[config.mk]
export PLATFORM = sky130hd
export DESIGN_NAME = jtagg_user_reg
export DESIGN_NICKNAME = d
export VERILOG_FILES = /design/src/rtl/jtagg_user_reg.sv
export SDC_FILE = /design/constraint.sdc
export NUM_CORES = 1
export LEC_CHECK = 0
export CAP_MARGIN = 20
export CORE_ASPECT_RATIO = 1.2
export CORE_MARGIN = 1
export CORE_UTILIZATION = 54
export DETAILED_ROUTE_END_ITERATION = 10
export GPL_TIMING_DRIVEN = 0
export PLACE_DENSITY = 0.87
export REMOVE_ABC_BUFFERS = 1
export SYNTH_ARGS = -nofsm -noshare
export SYNTH_HDL_FRONTEND = slang
export SYNTH_SLANG_ARGS = --single-unit
export TNS_END_PERCENT = 50
[constraint.sdc]
create_clock -name clk -period 2.4 [get_ports clk]
set_input_delay 0.24 -clock clk [delete_from_list [all_inputs] [get_ports clk]]
set_output_delay 0.24 -clock clk [all_outputs]
set_load 0.05 [all_outputs]
[src/rtl/jtagg_user_reg.sv]
// JTAGG user data registers (ER1/ER2) oversampled in the system clock domain.
// Optional capture of rd_data into the TDO path: define JTAGG_USER_REG_READBACK_EN.
module jtagg_user_reg #(
  parameter int C_channels    = 2,
  parameter int C_data_len    = 64,
  parameter int C_count_bits  = 16,
  parameter int C_sync_stages = 2
) (
  input  logic                               clk,
  input  logic                               resetn,
  input  logic                               jtck,
  input  logic                               jtdi,
  input  logic                               jshift,
  input  logic                               jupdate,
  input  logic                               jrstn,
  input  logic [C_channels-1:0]              jce,
  output logic [C_channels-1:0]              jtdo,
  input  logic [C_channels*C_data_len-1:0]   rd_data,
  output logic [C_channels*C_data_len-1:0]   data,
  output logic [C_channels-1:0]              valid,
  output logic [C_channels*C_count_bits-1:0] bit_count
);

  localparam int SW = 5 + C_channels;

  typedef enum logic [1:0] {
    S_IDLE,
    S_SHIFT,
    S_EXIT
  } state_e;

  logic [SW-1:0] raw_in;
  logic [SW-1:0] sync_q [C_sync_stages];

  logic                  jtck_s, jtdi_s, jshift_s, jupdate_s, jrstn_s;
  logic [C_channels-1:0] jce_s;
  logic                  jtck_d, jupdate_d;
  logic                  jtck_rise, jtck_fall, jupdate_rise;

  assign raw_in = {jce, jrstn, jupdate, jshift, jtdi, jtck};

  // NOTE: the synchroniser array is small and holds control state, so every
  // stage is reset; large data memories would normally be left unreset.
  always_ff @(posedge clk or negedge resetn) begin
    if (!resetn) begin
      for (int i = 0; i < C_sync_stages; i++) sync_q[i] <= '0;
      jtck_d    <= 1'b0;
      jupdate_d <= 1'b0;
    end else begin
      // NOTE: non-blocking assignments keep each stage reading the previous
      // stage's old value, which is what makes this a shift chain.
      sync_q[0] <= raw_in;
      for (int i = 1; i < C_sync_stages; i++) sync_q[i] <= sync_q[i-1];
      jtck_d    <= jtck_s;
      jupdate_d <= jupdate_s;
    end
  end

  // jrstn_s resets low, so the TAP looks held in reset until the chain fills.
  assign jtck_s    = sync_q[C_sync_stages-1][0];
  assign jtdi_s    = sync_q[C_sync_stages-1][1];
  assign jshift_s  = sync_q[C_sync_stages-1][2];
  assign jupdate_s = sync_q[C_sync_stages-1][3];
  assign jrstn_s   = sync_q[C_sync_stages-1][4];
  assign jce_s     = sync_q[C_sync_stages-1][SW-1:5];

  assign jtck_rise    = jtck_s & ~jtck_d;
  assign jtck_fall    = ~jtck_s & jtck_d;
  assign jupdate_rise = jupdate_s & ~jupdate_d;

`ifndef JTAGG_USER_REG_READBACK_EN
  logic unused_rd;
  assign unused_rd = ^rd_data;
`endif

  for (genvar k = 0; k < C_channels; k++) begin : g_ch
    state_e                  state;
    logic [C_data_len-1:0]   work;
    logic [C_data_len-1:0]   shadow;
    logic [C_data_len-1:0]   data_q;
    logic [C_data_len-1:0]   load_word;
    logic [C_count_bits-1:0] cnt;
    logic [C_count_bits-1:0] count_q;
    logic                    valid_q;
    logic                    tdo_q;
    logic                    sel;

    assign sel = jshift_s & jce_s[k];

`ifdef JTAGG_USER_REG_READBACK_EN
    assign load_word = rd_data[k*C_data_len +: C_data_len];
`else
    assign load_word = data_q;
`endif

    always_ff @(posedge clk or negedge resetn) begin
      if (!resetn) begin
        state   <= S_IDLE;
        work    <= '0;
        shadow  <= '0;
        data_q  <= '0;
        cnt     <= '0;
        count_q <= '0;
        valid_q <= 1'b0;
        tdo_q   <= 1'b0;
      end else begin
        valid_q <= 1'b0;
        if (!jrstn_s) begin
          // TAP reset abandons the transaction; committed outputs are kept.
          state <= S_IDLE;
          tdo_q <= 1'b0;
        end else begin
          case (state)
            S_IDLE: begin
              tdo_q <= 1'b0;
              if (sel) begin
                state  <= S_SHIFT;
                cnt    <= '0;
                shadow <= load_word;
                work   <= load_word;
              end
            end
            S_SHIFT: begin
              if (!jshift_s) begin
                state <= S_EXIT;
                tdo_q <= 1'b0;
              end else begin
                if (jtck_rise && sel) begin
                  work   <= {jtdi_s, work[C_data_len-1:1]};
                  shadow <= {1'b0, shadow[C_data_len-1:1]};
                  if (cnt != '1) cnt <= cnt + C_count_bits'(1);
                end
                if (jtck_fall) tdo_q <= shadow[0];
              end
            end
            S_EXIT: begin
              // Pause-DR -> Exit2 -> Shift-DR resumes without losing the count.
              if (sel) begin
                state <= S_SHIFT;
              end else if (jupdate_rise) begin
                data_q  <= work;
                count_q <= cnt;
                valid_q <= 1'b1;
                state   <= S_IDLE;
              end
            end
            default: state <= S_IDLE;
          endcase
        end
      end
    end

    assign data[k*C_data_len +: C_data_len]       = data_q;
    assign bit_count[k*C_count_bits +: C_count_bits] = count_q;
    assign valid[k] = valid_q;
    assign jtdo[k]  = tdo_q;
  end

endmodule
---- Yosys cells after proc, flatten, opt, wreduce, memory -nomap -nowiden ----
Cells that the tools add are included.
storage, ports and cells
  flip-flop bits (word level) ............. 472
  input bits .............................. 137
  output and inout port bits .............. 164
operators by class
  $add $sub $neg .......................... 2
  equal/unequal tests ..................... 24
  multiplexer cells ....................... 49
  bitwise gates (word level) .............. 10
  reduce and logical (&&, ||, !) cells .... 16
operator list
  operator                                               number
  2-to-1 mux 64 bit                                      10
  case mux 64 bit (2 select lines)                       4
  2-to-1 mux 16 bit                                      8
  case mux 16 bit (2 select lines)                       2
  adder 16 x 1 -> 16 bit, second input constant          2
  inequality test 16 bit, second input constant          2
  2-to-1 mux 2 bit                                       8
  inequality test 2 bit, second input constant           8
  inequality test 4 bit, second input constant           4
  2-to-1 mux 1 bit                                       13
  inequality test 3 bit, second input constant           4
  case mux 2 bit (3 select lines)                        2
  AND reduction 6 bit                                    2
  AND reduction 5 bit                                    2
  AND reduction 4 bit                                    2
  inequality test 3 x 1 -> 1 bit, second input constant  2
  AND reduction 3 bit                                    2
  AND 1 bit                                              5
  inverter 1 bit                                         5
  equality test 2 x 1 -> 1 bit, second input constant    2
  equality test 2 bit, second input constant             2
  logical NOT 2 bit                                      2
  case mux 1 bit (2 select lines)                        2
  AND reduction 2 bit                                    2
  other kinds (2)                                        4

---- Longest topological paths before layout ----
Gate-level depths: netlist (run 1).
  word-level depth ........................ 6
  mapped depth ............................ 9
  gate-level depth less buffers ........... 6

---- Worst setup path after synthesis (run 1) ----
No wires, ideal clock.
  kind .................................... register -> register
  start ................................... reg g_ch[0].cnt[0]
  end ..................................... reg g_ch[0].cnt[15]
  setup time .............................. 110 ps
  data arrival time ....................... 1,699 ps
  data required time ...................... 2,290 ps
  slack ................................... 591 ps
  stages on the path, launching flop included .. 8
  clock period less this slack ............ 1,809 ps
  path through ............................ dfrtp_1 > ha_1 > nand3_1 > or3_1 > o21ai_2 > buf_2 > o21ai_1 > o41ai_1
between the ends
  cells in the longest elaborated chain, start to end .. 5
ends and longest elaborated chain
  item                              line  RTL
  start: declaration                82    logic [C_count_bits-1:0] cnt;
  start signal: assignment          131   if (cnt != '1) cnt <= cnt + C_count_bits'(1);
  adder 16 x 1 -> 16 bit            131
  2-to-1 mux 16 bit                 131
  2-to-1 mux 16 bit                 128   if (jtck_rise && sel) begin
  2-to-1 mux 16 bit                 124   if (!jshift_s) begin
  case mux 16 bit (2 select lines)  113   case (state)
Parallel ways exist; a longest one is shown, timed or not. The select of a mux whose other input is x is not followed.
A chain may end at the register's enable or synchronous reset.

---- Worst setup path in the final report (run 1) ----
  start ................................... reg g_ch[0].cnt[0]
  end ..................................... reg g_ch[0].cnt[3]
The elaborated chain is that of the path after synthesis.

==> impl_metrics.env, run 1 <==
export IMPL_status="completed"
export IMPL_fp_dieArea_sq_mm=0.03723
export IMPL_drc=0
export IMPL_yosysTopAreaCell="dfrtp_1"
export IMPL_first_pass_iters=7
export IMPL_antenna_found_initial=1
export IMPL_grt_met3_usage=0.05562
export IMPL_wl_per_cell_microns=17.13
export IMPL_layout_drive_gt1_share=0.1317
export IMPL_setup_violations=0
export IMPL_slew_headroom=0.4295
export IMPL_area_growth_pct=20.03
export IMPL_drv_slew=0
export IMPL_ys_async_sr_fraction=1.000
export IMPL_start_util=0.5478
export IMPL_busiest_layer="met2"
export IMPL_clock_latency_ns=0.54
export IMPL_clock_skew_ns=0.01642
export IMPL_vias=14180
export IMPL_leakage_nw=10.44
export IMPL_synth_area_per_cell_sq_um=10.52
export IMPL_fin_crit_sh=0.9546
export IMPL_viasPerCell=5.703
export IMPL_p_per_area_mw_per_mm2=676.9
export IMPL_dp_hpwl_microns=26290
export IMPL_grt_pass1_vias=14280
export IMPL_syn_inst=1872
export IMPL_multi_input_area_sq_mm=0.007393
export IMPL_startpoint_type="flop"
export IMPL_cts_tree="built"
export IMPL_synth_edf_count=0
export IMPL_use_met2=0.4044
export IMPL_crit_family="compound AO/OA/AOI/OAI gates"
export IMPL_globalplace_congestion=0.7652
export IMPL_clock_tree_buffer_depth=3
export IMPL_crit_path_start="g_ch[0].cnt[0]"
export IMPL_first_iter_violations=962
export IMPL_drv_cap=0
export IMPL_hold_violations=0
export IMPL_critPathArrivalTime_ns=2.75
export IMPL_synth_top_area_share=0.5999
export IMPL_worst_hold_slack_ns=0.09775
export IMPL_wirelength_microns=42600
export IMPL_track_usage=0.2326
export IMPL_rsz0062_at_grt="false"
export IMPL_ys_seq_elements=472
export IMPL_power_total_mw=16.00
export IMPL_slowest_delay_ns=0.52
export IMPL_yosysSeqAreaShare=0.5999
export IMPL_met1_usage=0.2876
export IMPL_tightest_slew_ns=0.8558
export IMPL_grt_max_degree=128
export IMPL_end_kind="flop"
export IMPL_cts_buffers=46
export IMPL_io_buffers=172
export IMPL_crit_type="reg2reg"
export IMPL_slowest_stage="o21ai_2"
export IMPL_cts_root_buffer_cell="clkbuf_16"
export IMPL_ios=301
export IMPL_path_cells="ha_1 -> nand3_1 -> or3_1 -> o21ai_2 -> o21ai_0 -> o21ai_1"
export IMPL_overflow=0
export IMPL_antenna_left=0
export IMPL_die_w_microns=176.3
export IMPL_sequential_cell_area_sq_mm=0.01181
export IMPL_ys_warn_count=0
export IMPL_fin_crit_ns=2.291
export IMPL_cp_max_fo=14
export IMPL_critPathBufInv=0
export IMPL_clk_pin_slew_ns=0.06
export IMPL_die_h_microns=211.2
export IMPL_num_rows=76
export IMPL_syn_area_sq_mm=0.01969
export IMPL_core_area_sq_mm=0.03594
export IMPL_ir_worst_vdd_mv=0.6580
export IMPL_synth_cell_types=44
export IMPL_rr_worst_depth=6
export IMPL_grt_pass1_wl_microns=70840
export IMPL_diodes=0
export IMPL_ys_flop_type="dfrtp_1"
export IMPL_reg2reg_from="g_ch[0].cnt[0]"
export IMPL_htree_levels=2
export IMPL_cts_sinks=472
export IMPL_worstPathRequired_ns=2.86
export IMPL_nets=2124
export IMPL_synthTopCellsByArea="dfrtp_1, mux2_2, o21ai_0"
export IMPL_max_freq_ghz=0.4365
export IMPL_fill_cells=2560
export IMPL_worstReg2RegEnd="g_ch[0].cnt[3]"
export IMPL_hold_path_class="in2async"
export IMPL_ff2ff_setup_slack_ns=0.11
## cell type report
class / instances / area share
sequential: 472 / 0.4998
multi-input combinational: 1266 / 0.3128
timing repair buffer: 195 / 0.09583
clock buffer: 67 / 0.05718
tap: 468 / 0.02478
clock inverter: 15 / 0.008895
inverter: 4 / 0.0006353
## cell usage in the layout, fill, tap and decap left out, types with 3 or more instances in the layout
cell             count
clkbuf_1            10
inv_1                3
o41ai_1              3
a21oi_1            268
a31oi_1             14
nor2_1              21
o21ai_1             11
nand2b_1             4
clkdlybuf4s50_1    171
bufinv_16            5
clkinv_2             7
nor4_1               3
or3_1                4
nor2b_1              4
buf_16              14
nand4_1              5
nand2_1            290
mux2_1               8
and3_1               8
and2_1             129
buf_12               6
nand3_1             21
dfrtp_1            471
clkbuf_8            10
clkbuf_16           47
o21ai_0            276
o21a_1               3
o31ai_1              9
mux2_2             152
## cells in the mapped netlist, types with 2 or more instances
master    count
nand4b_1      2
a21oi_1     268
a31oi_1      14
a21o_1        2
dfrtp_1     472
nor3_1        3
or3_1         4
inv_1         3
o31ai_1       9
nor2_1       22
nand3_1      21
buf_2        32
o31ai_2       2
o21a_1        3
nor2b_1       5
o21ai_1      11
nand2b_1      7
a32oi_1       2
nor4_1        3
or2_2         2
ha_1          2
and2_1      129
and3_1        8
clkbuf_1     92
o21ai_0     276
mux2_1        8
nand2_1     290
buf_4         5
nand3b_1      2
nand4_1       5
mux2_2      152
o41ai_1       3
nor3_2        2
## power breakdown
group,leakage (nW),switching [mW],internal (mW)
Sequential,6.55,0.0334,7.99
Combinational,3.12,0.410,0.116
Clock,0.770,3.00,4.44
Total,10.4,3.45,12.5
## metrics by stage
step / utilization / instances / setup TNS, ns / instance area (sq um) / setup WS [ns]
2_1_floorplan: - / 1742 / -921.23 / 19140 / -2.907
3_3_place_gp: 0.5967 / 2382 / - / 21450 / -18.85
3_5_place_dp: 0.6129 / 2403 / -4.026 / 22030 / -0.2292
4_1_cts: 0.6572 / 2487 / 0 / 23620 / 0.04709
5_1_grt: 0.6575 / 2487 / 0 / 23630 / 0.0001825
6_report: 0.6575 / 2487 / 0 / 23630 / 0.1088
## timing repair
| action | CTS | global route |
|---|---|---|
| endpoints found under the hold margin | 255 | 0 |
| resized for setup | 3 | 2 |
| setup buffers | 1 | 0 |
| setup endpoints to repair | 28 | 52 |
| pin swaps | 1 | 1 |
| hold buffers | 1 | 0 |
## layer usage
metal / part of all wire / routed length, microns
met5: 0.00026 / 11
met3: 0.061 / 2617
met4: 0.018 / 759
met1: 0.41 / 17430
met2: 0.51 / 21790
## how the worst max path moves through the flow
stage / cells after the start / slack, ns / to
finish: 6 / 0.11 / g_ch[0].cnt[3]
global route: 5 / 0.0002 / g_ch[0].work[24]
CTS: 6 / 0.05 / g_ch[1].cnt[4]
detailed placement: 4 / -0.23 / g_ch[1].cnt[11]
global placement: 1 / -18.85 / g_ch[1].data_q[7]
floorplan: 4 / -2.91 / g_ch[1].cnt[4]
## sequential cells by signal, summed over array words and instances (netlist names)
signal,cells
g_ch.data_q,128
g_ch.shadow,128
g_ch.work,128
g_ch.cnt,32
g_ch.count_q,32
sync_q,7
g_ch.state,4
g_ch.tdo_q,2
g_ch.valid_q,2
jce_s,2
jrstn_s,1
jshift_s,1
jtck_d,1
jtck_s,1
jtdi_s,1
jupdate_d,1
jupdate_s,1
## kinds of logic (layout without fill, tap and decap cells)
kind of cell,Yosys count,in the layout,share of synthesized area
AOI/OAI and AO/OA,597,597,0.1580
and+or+nand+nor,507,507,0.1207
DFF,472,472,0.5999
muxes,160,160,0.09151
buffers and inverters,134,281,0.02853
adders and majority gates,2,2,0.001271
Note: power is estimated with default switching activity, not from simulation.
==> run 2, diff against run 1 <==
--- a/config.mk
+++ b/config.mk
@@ -7,10 +7,12 @@
 export LEC_CHECK = 0
 export CAP_MARGIN = 20
 export CORE_ASPECT_RATIO = 1.2
-export CORE_MARGIN = 1
+export CORE_MARGIN = 2
 export CORE_UTILIZATION = 54
 export DETAILED_ROUTE_END_ITERATION = 10
+export GPL_ROUTABILITY_DRIVEN = 0
 export GPL_TIMING_DRIVEN = 0
+export MAX_ROUTING_LAYER = met4
 export PLACE_DENSITY = 0.87
 export REMOVE_ABC_BUFFERS = 1
 export SYNTH_ARGS = -nofsm -noshare
==> impl_metrics.env, run 2 (synthesis results as in run 1) <==
export IMPL_status="completed"
export IMPL_critPathArrivalTime_ns=2.69
export IMPL_crit_type="reg2reg"
export IMPL_area_growth_pct=20.31
export IMPL_die_w_microns=178.3
export IMPL_setup_violations=0
export IMPL_grt_max_degree=127
export IMPL_layout_drive_gt1_share=0.1374
export IMPL_fp_dieArea_sq_mm=0.03801
export IMPL_ios=301
export IMPL_drv_slew=0
export IMPL_final_common_cell="dfrtp_1"
export IMPL_cts_sinks=472
export IMPL_end_kind="flop"
export IMPL_swShare=0.2210
export IMPL_track_usage=0.2427
export IMPL_wl_met3_microns=3014
export IMPL_startpoint_type="flop"
export IMPL_start_util=0.5478
export IMPL_dp_hpwl_microns=26720
export IMPL_cts_root_buffer_cell="clkbuf_16"
export IMPL_p_seq_frac=0.500
export IMPL_wl_met2_microns=22430
export IMPL_tightest_slew_ns=0.9448
export IMPL_htree_levels=2
export IMPL_tns_ns=0
export IMPL_slew_headroom=0.3702
export IMPL_core_area_sq_mm=0.03594
export IMPL_rsz0062_at_grt="false"
export IMPL_hold_violations=0
export IMPL_fin_crit_ns=2.250
export IMPL_io_buffers=172
export IMPL_grt_pass1_wl_microns=73030
export IMPL_wirelength_microns=44490
export IMPL_num_rows=76
export IMPL_ir_worst_vdd_mv=0.5596
export IMPL_antenna_found_initial=1
export IMPL_top_layer="met4"
export IMPL_nets=2129
export IMPL_drv_cap=0
export IMPL_dp_cells=2403
export IMPL_stdcell_count=2493
export IMPL_clock_latency_ns=0.57
export IMPL_leakage_nw=10.45
export IMPL_power_internal_mw=12.52
export IMPL_reg_top3="g_ch.data_q x128, g_ch.shadow x128, g_ch.work x128"
export IMPL_power_frac_clock=0.467
export IMPL_cp_max_fo=107
export IMPL_overflow=0
export IMPL_p_switching_mw=3.552
export IMPL_wl_per_cell_microns=17.84
export IMPL_viasPerCell=5.768
export IMPL_die_h_microns=213.2
export IMPL_max_freq_ghz=0.4444
export IMPL_clock_tree_buffer_depth=3
export IMPL_vias=14380
export IMPL_worstPathRequired_ns=2.84
export IMPL_cts_tree="built"
export IMPL_first_iter_violations=983
export IMPL_mostFrequentLayoutCells="dfrtp_1, nand2_1, o21ai_0, a21oi_1, clkdlybuf4s50_1"
export IMPL_clk_pin_slew_ns=0.06
export IMPL_clock_skew_ns=0.02404
export IMPL_p_per_area_mw_per_mm2=678.5
export IMPL_grt_pass1_vias=14550
export IMPL_antenna_left=0
export IMPL_comb_power_share=0.034
export IMPL_hold_path_class="in2async"
export IMPL_fill_cells=2609
export IMPL_drt_met1_wl_microns=18030
export IMPL_power_total_mw=16.07
export IMPL_first_pass_iters=6
export IMPL_cts_buffers=46
export IMPL_fin_crit_sh=0.9376
export IMPL_drc=0
==> run 2: worst max-delay path: stages, from the launching register on <==
cell	delay, ns
dfrtp_1	0.49
nand4b_1	0.35
a21o_4	0.38
buf_16	0.26
buf_16	0.27
o21ai_0	0.31
==> run 2: final timing paths <==
check	startpoint	endpoint	slack [ns]	cells after the start
hold reg to reg	sync_q[7]	jtck_s	0.35	0
min in group clk	jtdi	sync_q[8]	0.11	1
hold / removal	resetn	g_ch[0].data_q[20]	0.1	2
setup / recovery	g_ch[1].state[1]	g_ch[1].work[32]	0.15	5
max in group asynchronous	resetn	g_ch[0].cnt[6]	0.93	4
setup reg to reg	g_ch[1].state[1]	g_ch[1].work[32]	0.15	5
==> run 2: layer usage <==
| metal | vias to the layer above | GRT usage |
|---|---|---|
| met5 | - | - |
| met4 | 0 | 0.06869 |
| met3 | 93 | 0.06090 |
| met2 | 382 | 0.4043 |
| met1 | 7189 | 0.2949 |
| li1 | 6715 | - |
==> run 2: repair_timing <==
action / CTS / global route
endpoints found under the setup margin: 11 / 175
buffers inserted: 0 / 3
hold endpoints to repair: 263 / 0
hold buffers: 1 / 0
resized for setup: 2 / 5
pin swaps: 0 / 2
gates cloned: 1 / 2
==> run 2: layout make-up <==
cell class	instances	area, sq um	area share
multi-input combinational	1269	7425	0.3134
tap	468	585.6	0.02472
clock inverter	22	267.8	0.01130
timing repair buffer	197	2265	0.09561
clock buffer	60	1315	0.05551
sequential	472	11810	0.4987
inverter	4	15.01	0.0006338
antenna	1	2.502	0.0001056
==> run 2: power groups by stage <==
stage,registers (mW),logic (mW),clock network [mW]
CTS,8.03,0.539,7.66
global route,8.03,0.609,7.96
floorplan,8.18,0.177,0
detailed placement,8.17,0.531,0
finish,8.03,0.540,7.50
global placement,8.19,0.449,0
==> run 2: metrics by stage <==
stage          instance area [sq um]  hold slack (ns)  utilization  setup WS (ns)
2_1_floorplan                  19140         -0.05559            -         -2.907
3_3_place_gp                   21450           0.3368       0.5967         -18.97
3_5_place_dp                   22010          0.07983       0.6123        -0.2522
4_1_cts                        23620          0.06337       0.6572       0.007997
5_1_grt                        23690          0.08430       0.6590        0.01469
6_report                       23690          0.09545       0.6590         0.1497
